### src/rtl/timer1_peripheral_if.sv
// External-peripheral register bus between the core and Timer1.
// The core acts as master; the peripheral returns registered read data.
interface timer1_peripheral_if;
   logic [8:0] addr;
   logic       rd_en;
   logic       wr_en;
   logic [7:0] data_in;
   logic [7:0] data_out;

   modport master (output addr, output rd_en, output wr_en, output data_in, input data_out);
   modport slave  (input addr, input rd_en, input wr_en, input data_in, output data_out);
endinterface

### src/rtl/timer1_peripheral.sv
// 16-bit Timer1: TMR1L/TMR1H/T1CON on the external-peripheral bus, 1/2/4/8 prescaler, clk or t1cki source.
// Optional macro TMR1_RD16_EN buffers TMR1H on a TMR1L read for coherent 16-bit reads.
module timer1_peripheral #(
   parameter logic [8:0] TMR1L_ADDR = 9'h00E,
   parameter logic [8:0] TMR1H_ADDR = 9'h00F,
   parameter logic [8:0] T1CON_ADDR = 9'h010
) (
   input  logic                 clk,
   input  logic                 rst_n,
   timer1_peripheral_if.slave   bus,
   input  logic                 t1cki,
   output logic                 tmr1_ovf,
   output logic [15:0]          tmr1_val
);

   logic [7:0] tmr1l, tmr1h, t1con;
   logic [2:0] pcnt, ratio_m1;
   logic       sync1, sync2, sync3;
   logic       sel_l, sel_h, sel_con;
   logic       wr_l, wr_h, wr_con;
   logic       tmr1on, tmr1cs, tick, advance, pmatch;
   logic [7:0] rd_mux;
`ifdef TMR1_RD16_EN
   logic [7:0] hbuf;
`endif

   assign tmr1_val = {tmr1h, tmr1l};
   assign tmr1on   = t1con[0];
   assign tmr1cs   = t1con[1];

   assign sel_l   = (bus.addr == TMR1L_ADDR);
   assign sel_h   = (bus.addr == TMR1H_ADDR);
   assign sel_con = (bus.addr == T1CON_ADDR);
   assign wr_l    = bus.wr_en & sel_l;
   assign wr_h    = bus.wr_en & sel_h;
   assign wr_con  = bus.wr_en & sel_con;

   // External edge detect after the 2-flop synchroniser
   assign tick    = tmr1cs ? (sync2 & ~sync3) : 1'b1;
   assign advance = tmr1on & tick;
   assign pmatch  = (pcnt == ratio_m1);

   always_comb begin
      ratio_m1 = 3'd0;
      case (t1con[5:4])
         2'd0: ratio_m1 = 3'd0;
         2'd1: ratio_m1 = 3'd1;
         2'd2: ratio_m1 = 3'd3;
         2'd3: ratio_m1 = 3'd7;
         default: ratio_m1 = 3'd0;
      endcase
   end

   always_comb begin
      rd_mux = 8'h00;
      if (sel_l)
         rd_mux = tmr1l;
      else if (sel_h)
`ifdef TMR1_RD16_EN
         rd_mux = hbuf;
`else
         rd_mux = tmr1h;
`endif
      else if (sel_con)
         rd_mux = t1con;
   end

   always_ff @(posedge clk or negedge rst_n) begin
      if (!rst_n) begin
         tmr1l        <= 8'h00;
         tmr1h        <= 8'h00;
         t1con        <= 8'h00;
         pcnt         <= 3'd0;
         sync1        <= 1'b0;
         sync2        <= 1'b0;
         sync3        <= 1'b0;
         tmr1_ovf     <= 1'b0;
         bus.data_out <= 8'h00;
`ifdef TMR1_RD16_EN
         hbuf         <= 8'h00;
`endif
      end else begin
         sync1    <= t1cki;
         sync2    <= sync1;
         sync3    <= sync2;
         tmr1_ovf <= 1'b0;

         // A byte write takes precedence over a coincident increment, carry included
         if (wr_l || wr_h) begin
            if (wr_l) tmr1l <= bus.data_in;
            if (wr_h) tmr1h <= bus.data_in;
            pcnt <= 3'd0;
         end else if (advance) begin
            if (pmatch) begin
               pcnt           <= 3'd0;
               {tmr1h, tmr1l} <= tmr1_val + 16'd1;
               tmr1_ovf       <= (tmr1_val == 16'hFFFF);
            end else begin
               pcnt <= pcnt + 3'd1;
            end
         end

         if (wr_con)
            t1con <= {2'b00, bus.data_in[5:0]};

         if (bus.rd_en) begin
            bus.data_out <= rd_mux;
`ifdef TMR1_RD16_EN
            if (sel_l) hbuf <= tmr1h;
`endif
         end
      end
   end

endmodule
### src/flat_wrapper.sv
// flat-port wrapper written by rule: the top's interface ports become plain ports
module timer1_peripheral_flat 
#(
   parameter logic [8:0] TMR1L_ADDR = 9'h00E,
   parameter logic [8:0] TMR1H_ADDR = 9'h00F,
   parameter logic [8:0] T1CON_ADDR = 9'h010
)
  (clk, rst_n, t1cki, tmr1_ovf, tmr1_val, bus_addr, bus_rd_en, bus_wr_en, bus_data_in, bus_data_out);
  timer1_peripheral_if bus_i ();
  input  logic clk;
  input  logic rst_n;
  input  logic t1cki;
  output logic tmr1_ovf;
  output logic [15:0] tmr1_val;
  input wire logic [$bits(bus_i.addr)-1:0] bus_addr;
  input wire logic [$bits(bus_i.rd_en)-1:0] bus_rd_en;
  input wire logic [$bits(bus_i.wr_en)-1:0] bus_wr_en;
  input wire logic [$bits(bus_i.data_in)-1:0] bus_data_in;
  output wire logic [$bits(bus_i.data_out)-1:0] bus_data_out;
  assign bus_i.addr = bus_addr;
  assign bus_i.rd_en = bus_rd_en;
  assign bus_i.wr_en = bus_wr_en;
  assign bus_i.data_in = bus_data_in;
  assign bus_data_out = bus_i.data_out;
  timer1_peripheral #(.TMR1L_ADDR(TMR1L_ADDR), .TMR1H_ADDR(TMR1H_ADDR), .T1CON_ADDR(T1CON_ADDR)) u_core (.clk(clk), .rst_n(rst_n), .bus(bus_i), .t1cki(t1cki), .tmr1_ovf(tmr1_ovf), .tmr1_val(tmr1_val));
endmodule
### config.mk
export PLATFORM = sky130hd
export DESIGN_NAME = timer1_peripheral_flat
export DESIGN_NICKNAME = d
export VERILOG_FILES = /design/src/rtl/timer1_peripheral_if.sv /design/src/rtl/timer1_peripheral.sv /design/src/flat_wrapper.sv
export SDC_FILE = /design/constraint.sdc
export NUM_CORES = 1
export LEC_CHECK = 0
export ABC_AREA = 1
export CORE_MARGIN = 1.5
export CORE_UTILIZATION = 40
export DETAILED_ROUTE_END_ITERATION = 8
export GPL_ROUTABILITY_DRIVEN = 0
export GPL_TIMING_DRIVEN = 0
export PLACE_DENSITY = 0.66
export SETUP_SLACK_MARGIN = 0.5
export SLEW_MARGIN = 20
export SYNTH_ARGS = -nofsm -noshare
export SYNTH_HDL_FRONTEND = slang
export SYNTH_SLANG_ARGS = --single-unit
### constraint.sdc
create_clock -name clk -period 1.9 [get_ports clk]
set_input_delay 0.475 -clock clk [delete_from_list [all_inputs] [get_ports clk]]
set_output_delay 0.475 -clock clk [all_outputs]
set_load 0.01 [all_outputs]
==> After elaboration in Yosys (flattened, before gate mapping) <==
Index checks and enable logic that the tools add are counted.
{ "word_totals": {"register_bits": 37, "input_bits": 22, "output_inout_bits": 25, "elab_cells": 52} }
{ "classes": {"n_addsub": 2, "n_eq_ne": 10, "mux": 19, "bitwise_logic": 6, "reduce_logical": 6} }
{ "op_table": {"columns": ["cell", "n"], "rows": [
  ["$mux W8", 10],
  ["$eq A9 B4 Y1 const B", 2],
  ["$add A16 B1 Y16 const B", 1],
  ["$eq A16 B16 Y1 const B", 1],
  ["$pmux W3 S4", 1],
  ["$eq A9 B5 Y1 const B", 1],
  ["$mux W3", 3],
  ["$mux W6", 1],
  ["$reduce_and A3 Y1", 2],
  ["$and A1 B1 Y1", 5],
  ["$eq A2 B2 Y1 const B", 2],
  ["$mux W1", 4],
  ["$ne A2 B1 Y1 const B", 2],
  ["$reduce_bool A2 Y1", 2],
  ["$add A3 B1 Y3 const B", 1],
  ["$eq A3 B3 Y1", 1],
  ["$eq A2 B1 Y1 const B", 1],
  ["$logic_not A2 Y1", 1],
  ["$logic_or A1 B1 Y1", 1],
  ["$not A1 Y1", 1]
]} }

==> Depth between registers and ports, before layout <==
Gate-level depths: netlist of the first run.
{ "logic_depth": {"depth_word": 6, "mapped_depth": 11, "mapped_depth_nobuf": 11} }

==> Worst setup path before layout of the first run <==
OpenSTA, ideal clock, no wires.
{ "synth_path": {"path_kind": "register to register", "start": "reg u_core.tmr1l[0]", "end": "reg u_core.tmr1_ovf", "arrival_ps": 1396, "slack_ps": 404, "stages_incl_launch_ff": 8, "path_buffers": 0, "path_cell_list": "dfrtp_1 -> ha_1 -> nand3_1 -> nor2_2 -> nand2_1 -> nor2_1 -> nand2_1 -> nor4_1"} }
{ "synth_via": {"elab_chain_cells": 4} }
{ "synth_rtl": {"columns": ["item", "line_no", "rtl"], "rows": [
  ["start: declaration", "timer1_peripheral.sv:16", "logic [7:0] tmr1l, tmr1h, t1con;"],
  ["start signal: assignment", "timer1_peripheral.sv:90", "if (wr_l) tmr1l <= bus.data_in;"],
  ["start signal: assignment", "timer1_peripheral.sv:96", "{tmr1h, tmr1l} <= tmr1_val + 16'd1;"],
  ["$eq A16 B16 Y1", "timer1_peripheral.sv:97", "tmr1_ovf <= (tmr1_val == 16'hFFFF);"],
  ["$mux W1", "timer1_peripheral.sv:94", "if (pmatch) begin"],
  ["$mux W1", "timer1_peripheral.sv:93", "end else if (advance) begin"],
  ["$mux W1", "timer1_peripheral.sv:89", "if (wr_l || wr_h) begin"],
  ["end signal: assignment", "timer1_peripheral.sv:97", null],
  ["end: declaration", "timer1_peripheral.sv:12", "output logic tmr1_ovf,"]
]} }
Every way passes these cells.
A chain may end at the register's enable or synchronous reset.

==> Worst setup path in the final report of the first run <==
{ "layout_path": {"start": "reg u_core.t1con[4]", "end": "reg u_core.tmr1h[3]"} }
{ "layout_via": {"elab_chain_cells": 5, "word_cells_on_any_way": 8, "cone_classes": "eq/ne (4); mux (1); reduce/logical (3)"} }
{ "layout_rtl": {"columns": ["item", "line_no", "rtl"], "rows": [
  ["start: declaration", "timer1_peripheral.sv:16", null],
  ["start signal: assignment", "timer1_peripheral.sv:104", "t1con <= {2'b00, bus.data_in[5:0]};"],
  ["$eq A2 B2 Y1 (tied with other cells)", "timer1_peripheral.sv:45", "case (t1con[5:4])"],
  ["$pmux W3 S4 (*)", "timer1_peripheral.sv:45", null],
  ["$eq A3 B3 Y1 (*)", "timer1_peripheral.sv:41", "assign pmatch = (pcnt == ratio_m1);"],
  ["$reduce_bool A2 Y1 (no source line) (*)", null, null],
  ["$reduce_and A3 Y1 (no source line) (*)", null, null],
  ["end signal: assignment", "timer1_peripheral.sv:91", "if (wr_h) tmr1h <= bus.data_in;"],
  ["end signal: assignment", "timer1_peripheral.sv:96", null],
  ["end: declaration", "timer1_peripheral.sv:16", null]
]} }
Mark *: on every way between the ends. The rest lies on a longest branch, timed or not.

==> impl_metrics.tcl, run 1 <==
set metrics [dict create \
    outcome "finished, final reports clean" \
    ioPinCount 47 \
    hold_viol_final 0 \
    drt_iter0_drc 260 \
    synth_flop_cell "dfrtp_1" \
    die_h_um 80.5 \
    synth.top_cell.area_share 0.385 \
    maxCapViolations 0 \
    critical_path_required_ps 2090 \
    cp_num_buf_inv 1 \
    drive_above_1_share 0.375 \
    max_slew.worst_pin.slew_ps 389 \
    skew_ps 7.74 \
    n_antenna_cell 0 \
    synth.area.top_cells "dfrtp_1, nand2_1, nand3_1" \
    coreArea_um2 5850 \
    utilization 0.605 \
    start_util 0.411 \
    cts-root-buf "clkbuf_8" \
    crit_start "u_core.t1con[4]" \
    clk_latency_ps 300 \
    yosysMostFrequentCell "nand2_1" \
    drc 0 \
    path_class "flip-flop to flip-flop" \
    power.internal_mw 1.27 \
    power_frac_comb 0.176 \
    hpwl_mm 4.98 \
    grt_pass1_vias 2467 \
    ys_warn_count 0 \
    cts_tree "done" \
    powerDensity_nw_per_um2 500 \
    syn_area_um2 2400 \
    die-area_um2 6480 \
    antenna_found_initial 0 \
    fmax_ghz 0.683 \
    start_kind "flip-flop" \
    cp_max_fo 8 \
    gr-usage-all-layers 0.246 \
    clock_sinks 37 \
    gr-total-overflow 0 \
    end_kind "flip-flop" \
    fin_crit_sh 0.771 \
    syn_nets 385 \
    seq_area_frac_synth 0.385 \
    ir_drop_mv 0.259 \
    timing.rr.start "u_core.t1con[4]" \
    die_w_um 80.5 \
    drtAntennaViolNets 0 \
    yosys-top-cells-count "nand2_1, dfrtp_1, nor2_1" \
    final-setup-viol-count 0 \
    power.leakage_nw 1.76 \
    power_frac_seq 0.471 \
    holdWs_ps 46.0 \
    placed_cells 482 \
    dr.pass1.iters 5 \
    syn_inst 361 \
    viasPerCell 5.13 \
    critPathMaxStageDelay_ps 460 \
    cp.arrival_ps 1650 \
    finalCriticalPeriod_ps 1460 \
    power_switching_uw 498 \
    cp_cell_sequence "inv_2 > nand2_1 > nor2_1 > nor2_1 > nor2_4 > nand2_2 > nand2_4 > nand2_8 > nand2_2 > nand2_1" \
    synth_seq_cells 37 \
    ys_types 27 \
    finalNonFillerCells 534 \
    nNetsFinal 482 \
    synth-async-reset-ratio 1.00 \
    areaGrowthSynthToFinish_pct 47.3 \
    cts_made_buffers 5 \
    wl_mm 7.71 \
    fp-row-count 28 \
    htree_num_levels 2 \
    final_max_slew_viol_count 0 \
    grt_max_degree 28 \
    synth.avg_cell_area_um2 6.65 \
    rsz0062_at_grt "yes" \
    clkPwrFrac 0.353 \
    cts_buffer_depth 2 \
    timing.setup.tns_ps 0 \
    vias 2739 \
    p_sw_frac 0.281 \
    wl_per_cell_um 14.4 \
    max_slew_margin 0.739 \
    path_delay_family "simple AND/OR/NAND/NOR gates" \
    synth_edf_count 0 \
    hp-class "input port to asynchronous set/reset pin" \
    grt_pass1_wl_mm 12.0 \
    yosys.area.top_type "dfrtp_1" \
    port_buffers 45 \
    cp_slowest_cell "dfrtp_2" \
    clk_pin_slew_ps 80 \
]
[cells in the final DEF, fill, tap and decap left out, types with 8 or more instances in the layout]
cell type,count
nor2_1,18
o21ai_1,8
dfrtp_1,22
nand2_2,21
clkdlybuf4s50_1,9
nand2_1,157
nor2_4,11
buf_2,21
dfrtp_2,15
nand4_1,13
clkbuf_2,11
buf_4,42
nand3_1,21
inv_1,19
[stage by stage]
stage / area, um^2 / setup slack (ps) / power [mW]
3_5_place_dp: 3000 / -292 / 1.06
2_1_floorplan: 2440 / 446 / 0.953
4_1_cts: 3470 / 462 / 1.75
6_report: 3540 / 435 / 1.77
5_1_grt: 3540 / 317 / 1.85
3_3_place_gp: 2980 / -679 / 1.05
[power groups by stage]
stage / Combinational, mW / Sequential, mW / Clock [mW]
3_5_place_dp: 0.208 / 0.849 / 0
5_1_grt: 0.339 / 0.838 / 0.669
6_report: 0.312 / 0.835 / 0.624
3_3_place_gp: 0.200 / 0.849 / 0
4_1_cts: 0.280 / 0.833 / 0.632
2_1_floorplan: 0.108 / 0.845 / 0
[cells by family (layout without fill, tap and decap cells)]
| group | Yosys count | count (layout) | share of synthesized area |
|---|---|---|---|
| AOI/OAI and AO/OA | 17 | 17 | 0.0427 |
| adders and majority gates | 2 | 2 | 0.0104 |
| and+or+nand+nor | 265 | 266 | 0.477 |
| DFF | 37 | 37 | 0.385 |
| buffers and inverters | 34 | 131 | 0.0625 |
| xor gates and xnor gates | 6 | 6 | 0.0219 |
[routing by layer]
| layer | GRT usage | share of wire |
|---|---|---|
| met1 | 0.324 | 0.43 |
| met5 | 0 | 0 |
| met2 | 0.391 | 0.46 |
| met3 | 0.0443 | 0.076 |
| met4 | 0.107 | 0.028 |
[sequential cells by signal, summed over array words and instances, names as in the netlist]
name / flops
u_core.pcnt: 3
u_core.bus.data_out: 8
u_core.tmr1l: 8
u_core.tmr1_ovf: 1
u_core.sync2: 1
u_core.sync3: 1
u_core.sync1: 1
u_core.tmr1h: 8
u_core.t1con: 6
[repair_timing]
item | CTS | global route
setup buffers | 35 | 7
endpoints found under the setup margin | 59 | 42
hold buffers | 0 | 0
pin swaps | 22 | 29
gates resized for setup | 175 | 39
cloned | 2 | 0
[final timing paths]
check	endpoint	slack (ps)	depth (start not counted)
min reg2reg	u_core.sync2	360	0
min	u_core.pcnt[0]	50	1
max reg2reg	u_core.tmr1h[3]	440	10
min in group clk	u_core.sync2	360	0
max	u_core.tmr1h[3]	440	10
max in group asynchronous	u_core.tmr1h[1]	1410	2
[cell type report]
cell class,instances,area [um^2]
tap,75,93.8
timing repair buffer,89,647
buffer,5,45.0
clock buffer,7,96.3
fill,502,2310
multi-input combinational,291,1580
sequential,37,945
clock inverter,1,5.00
inverter,29,124
(Power assumes the default switching activity.)
==> inputs of run 2 (changes only) <==
- PLACE_DENSITY: 0.66 -> 0.69
- clock period: 1.9 -> 1.2 ns (I/O delays scaled with it)
==> impl_metrics.tcl, run 2 (same netlist as run 1, synthesis figures left out) <==
set metrics [dict create \
    outcome "finished with violations" \
    violations "negative hold slack, negative setup slack" \
    rrSetupSlack_ps -320 \
    gr-usage-all-layers 0.250 \
    finalCriticalPeriod_ps 1520 \
    holdWs_ps -57.5 \
    ioPinCount 47 \
    clock_sinks 37 \
    port_buffers 45 \
    drc 0 \
    layout_commonest_cell "nand2_1" \
    maxCapViolations 0 \
    post-place-ws_ps -889 \
    hold_viol_final 16 \
    gr-total-overflow 0 \
    start_kind "flip-flop" \
    cp.arrival_ps 1700 \
    end_kind "flip-flop" \
    wl_per_cell_um 15.1 \
    rsz0062_at_grt "yes" \
    htree_num_levels 2 \
    fp-row-count 28 \
    grt_max_degree 22 \
    utilization 0.683 \
    finalNonFillerCells 542 \
    cts_made_buffers 5 \
    fmax_ghz 0.659 \
    total_power_mw 3.00 \
    largestRegisters "u_core.bus.data_out x8, u_core.tmr1h x8, u_core.tmr1l x8" \
    cts_buffer_depth 2 \
    placed_cells 482 \
    cts-root-buf "clkbuf_8" \
    path_class "flip-flop to flip-flop" \
    n_antenna_cell 0 \
    viasPerCell 5.25 \
    wl_mm 8.18 \
    worst_slack_ps -319 \
    drive_above_1_share 0.448 \
    final-setup-viol-count 28 \
    vias 2848 \
    fin_crit_sh 1.27 \
    areaGrowthSynthToFinish_pct 66.4 \
    clk_pin_slew_ps 80 \
    cts_tree "done" \
    cp_max_fo 6 \
    die_h_um 80.5 \
    powerDensity_nw_per_um2 751 \
    grt_pass1_wl_mm 12.2 \
    drtAntennaViolNets 0 \
    critical_path_required_ps 1380 \
    nNetsFinal 490 \
    antenna_found_initial 0 \
    die-area_um2 6480 \
    grt_pass1_vias 2564 \
    dr.pass1.iters 5 \
    die_w_um 80.5 \
    skew_ps 5.87 \
    start_util 0.411 \
    drt_iter0_drc 296 \
    max_slew.worst_pin.slew_ps 437 \
    hpwl_mm 5.00 \
    coreArea_um2 5850 \
    ir_drop_mv 0.534 \
    final_cell_mix "nand2_1, buf_6, nand2_2, buf_4, dfrtp_1" \
    hp-class "input port to asynchronous set/reset pin" \
    final_max_slew_viol_count 0 \
    max_slew_margin 0.709 \
    power.leakage_nw 1.97 \
    clk_latency_ps 290 \
]
run 2: cell types whose count changed in the layout (fill, tap and decap cells not counted), moves of 5 or more:
cell      change
buf_2         -6
buf_4        -12
buf_6        +32
clkbuf_2     -11
inv_1         -5
nand2_1      -13
nand2_2       +9
run 2: report_power, final:
group	switching, mW	leakage (nW)	internal [mW]	total (mW)
registers	0.0371	0.474	1.28	1.32
logic	0.300	1.43	0.226	0.525
clock network	0.475	0.0585	0.678	1.15
total	0.812	1.97	2.19	3.00
run 2: critical path: stages, from the launching register on:
cell and delay (ps):
dfrtp_2 400, buf_4 150, nand2_1 90, nor2_1 290
nand3_2 120, nand2_1 80, nand2_1 40, nand2_1 60
nand2_1 60, nand2_1 60, nand2_1 50
run 2: cell type report:
type,instances,area (um^2)
Timing Repair Buffer,97,932
Tap cell,75,93.8
Fill cell,437,1850
Sequential cell,37,945
Clock buffer,7,86.3
Clock inverter,1,30.0
Inverter,29,144
Multi-Input combinational cell,291,1710
Buffer,5,56.3
run 2: worst paths after layout:
path,startpoint,to,cells after the start
setup / recovery,u_core.tmr1h[1],u_core.tmr1h[6],10
hold / removal,rst_n,u_core.bus.data_out[2],1
setup reg to reg,u_core.tmr1h[1],u_core.tmr1h[6],10
hold reg to reg,u_core.sync1,u_core.sync2,0
max in group asynchronous,rst_n,u_core.tmr1h[3],2
min in group clk,bus_rd_en,u_core.bus.data_out[1],3
run 2: through the flow:
stage               TNS [ps]  cell area, um^2
finish                 -5170             4000
detailed placement    -26920             3080
CTS                    -4970             3610
global route           -7210             4000
global placement      -67620             3060
floorplan              -1630             2520
run 2: repair_timing:
action                                 4_1_cts  5_1_grt
pin swaps                                   28       26
gates resized for setup                    210       80
buffers inserted                            36       14
setup endpoints to repair                   59       59
gates cloned                                 0        2
endpoints found under the hold margin       16       16
run 2: metal layers:
layer,wire [um],GRT usage,vias up
met3,546,0.0420,34
li1,-,-,1361
met5,0,0,-
met4,364,0.102,0
met2,3950,0.429,134
met1,3320,0.307,1319
==> variant: new RTL, settings of run 1 <==
The option `TMR1_RD16_EN` is turned on by a define.
--- a/src/rtl/timer1_peripheral.sv
+++ b/src/rtl/timer1_peripheral.sv
@@ -2,2 +2,4 @@
 // Optional macro TMR1_RD16_EN buffers TMR1H on a TMR1L read for coherent 16-bit reads.
+`define TMR1_RD16_EN
+
 module timer1_peripheral #(
Behaviour: not the same (Yosys sat finds a counterexample within 4 cycles, from zero or initial values and one cycle with rst_n low).
==> variant against run 1 <==
The run now ends with DRC left; non-clock buffer count is 15 higher; cell area is 16% higher; final cell count is 6.0% higher; sequential cell count increased by 8; sequential share of layout area grew 1.1 points; setup slack got worse by 0.054 ns; worst hold slack improved by 0.021 ns; synthesized area is 13% higher; routed wire length increased by 17%; first-iteration DRC count fell by 23%.
Power is not compared: it rests on default switching activity, and its combinational part moved more than twofold at a synthesized area within 25%.
==> variant: results (changes against run 1) <==
| Metric | Value |
|---|---|
| Leading post-synthesis cells by instance count | sky130_fd_sc_hd__nand2_1, sky130_fd_sc_hd__dfrtp_1, sky130_fd_sc_hd__o21ai_0, sky130_fd_sc_hd__inv_1, sky130_fd_sc_hd__nand3_1 (was sky130_fd_sc_hd__nand2_1, sky130_fd_sc_hd__dfrtp_1, sky130_fd_sc_hd__nor2_1, sky130_fd_sc_hd__nand3_1, sky130_fd_sc_hd__inv_1) |
| Post_cts resized | 187 (was 175) |
| Overall track demand over capacity in global routing | 24.6% (about the same) |
| Detailed route wirelength on metal3 | 447 um (was 584 um) |
| Xor/xnor share of the synthesized area | 2.58% (was 2.19%) |
| CTS Buffer Depth | 2 (unchanged) |
| Post-Route M1 WL | 3900 um (was 3330 um) |
| First-pass iteration count of the detailed router | 7 (was 5) |
| Met2 Resource Use GR | 40.5% (was 39.1%) |
| Top cells by area in the synthesized netlist | sky130_fd_sc_hd__dfrtp_1, sky130_fd_sc_hd__nand2_1, sky130_fd_sc_hd__o21ai_0 (was sky130_fd_sc_hd__dfrtp_1, sky130_fd_sc_hd__nand2_1, sky130_fd_sc_hd__nand3_1) |
| Fraction of met3 tracks used by global routing | 3.60% (was 4.43%) |
| Post-synthesis adder-cell area fraction | 0.921% (was 1.04%) |
| Count of distinct cell types in the synthesized netlist | 30 (was 27) |
| Average wire per cell in the routed design | 16.0 um (was 14.4 um) |
| Final HPWL DP | 5520 um (was 4980 um) |
| Global-route met1 utilization | 32.7% (was 32.4%) |
| Largest clock skew in the final design | 0.0100 ns (was 0.00774 ns) |
| Violation count after the first detailed-route iteration | 199 (was 260) |
| Number of design rule violations left after detail routing | 2 (was 0) |
| CP Data Arrival Time | 1.77 ns (was 1.65 ns) |
| Mean number of vias per cell | 5.28 (was 5.13) |
| Die footprint | 7290 um^2 (was 6480 um^2) |
| Setup repair bufs after CTS | 41 (was 35) |
| Proportion of synthesized chip area in sequential cells | 41.5% (was 38.5%) |
| Proportion of layout cells with a drive suffix above 1 | 41.1% (was 37.5%) |
| R2R Path Start | u_core.tmr1l[1] (was u_core.t1con[4]) |
| Crit-path leading delay family | flip-flops (was simple AND/OR/NAND/NOR gates) |
| Transition at the pin with the smallest max-transition slack | 0.374 ns (was 0.389 ns) |
| Synth Area in Compound Gates | 9.44% (was 4.27%) |
| Number of global-route vias before repair | 2925 (was 2467) |
| Total of buffers placed on input and output ports | 46 (was 45) |
| Metal2 WL | 4420 um (was 3580 um) |
| Setup slack of the most critical reg-to-reg path | 0.38 ns (was 0.44 ns) |
| Wire length of the first global-routing pass | 14100 um (was 12000 um) |
| Worst-path fanout max | 3 (was 8) |
| Fill count | 560 (was 502) |
| Status | complete, but fails checks (was finished clean) |
| Worst r2r path cells | 9 (was 10) |
| Clock transition at the registers of the reported paths | 0.10 ns (was 0.08 ns) |
| Failing checks | DRC |
-- variant: logic make-up after synthesis --
kind of cell             after synthesis
AND/OR/NAND/NOR                      236
flip-flops                            45
adder cells (fa/ha/maj)                2
XOR/XNOR                               8
buffers and inverters                 38
AO/OA/AOI/OAI                         46
-- variant: power by group --
part	leakage, nW	total (mW)	internal (mW)	switching [mW]
clock network	0.0543	0.761	0.394	0.367
registers	0.562	1.20	1.10	0.101
logic	1.40	1.61	0.722	0.887
total	2.02	3.57	2.21	1.35
-- variant: final cells by class --
class,instances,share of cell area [%]
Clock inverter,3,1.12
Inverter,34,3.46
Clock buffer,5,1.67
Buffer,4,1.09
Tap cell,77,2.34
Sequential cell,45,27.8
Timing Repair Buffer,105,19.9
Multi-Input combinational cell,293,42.6
-- variant: worst max path at each step --
stage          slack [ns]         endpoint       startpoint
2_1_floorplan        0.44  u_core.tmr1l[7]      bus_addr[7]
3_3_place_gp        -1.08  u_core.tmr1l[0]            rst_n
3_5_place_dp        -0.29  u_core.tmr1h[0]      bus_addr[1]
4_1_cts              0.46     tmr1_val[11]  u_core.tmr1h[3]
5_1_grt              0.33  u_core.tmr1h[2]  u_core.tmr1l[1]
6_report             0.38  u_core.tmr1l[2]  u_core.tmr1l[1]
-- variant: through the flow --
| step | std cells | TNS, ns | setup slack, ns | area [um^2] |
|---|---|---|---|---|
| finish | 566 | 0 | 0.382 | 4120 |
| floorplan | 375 | 0 | 0.442 | 2750 |
| global route | 566 | 0 | 0.331 | 4120 |
| CTS | 551 | 0 | 0.463 | 3850 |
| detailed placement | 499 | -6.78 | -0.291 | 3320 |
| global placement | 498 | -47.72 | -1.08 | 3300 |
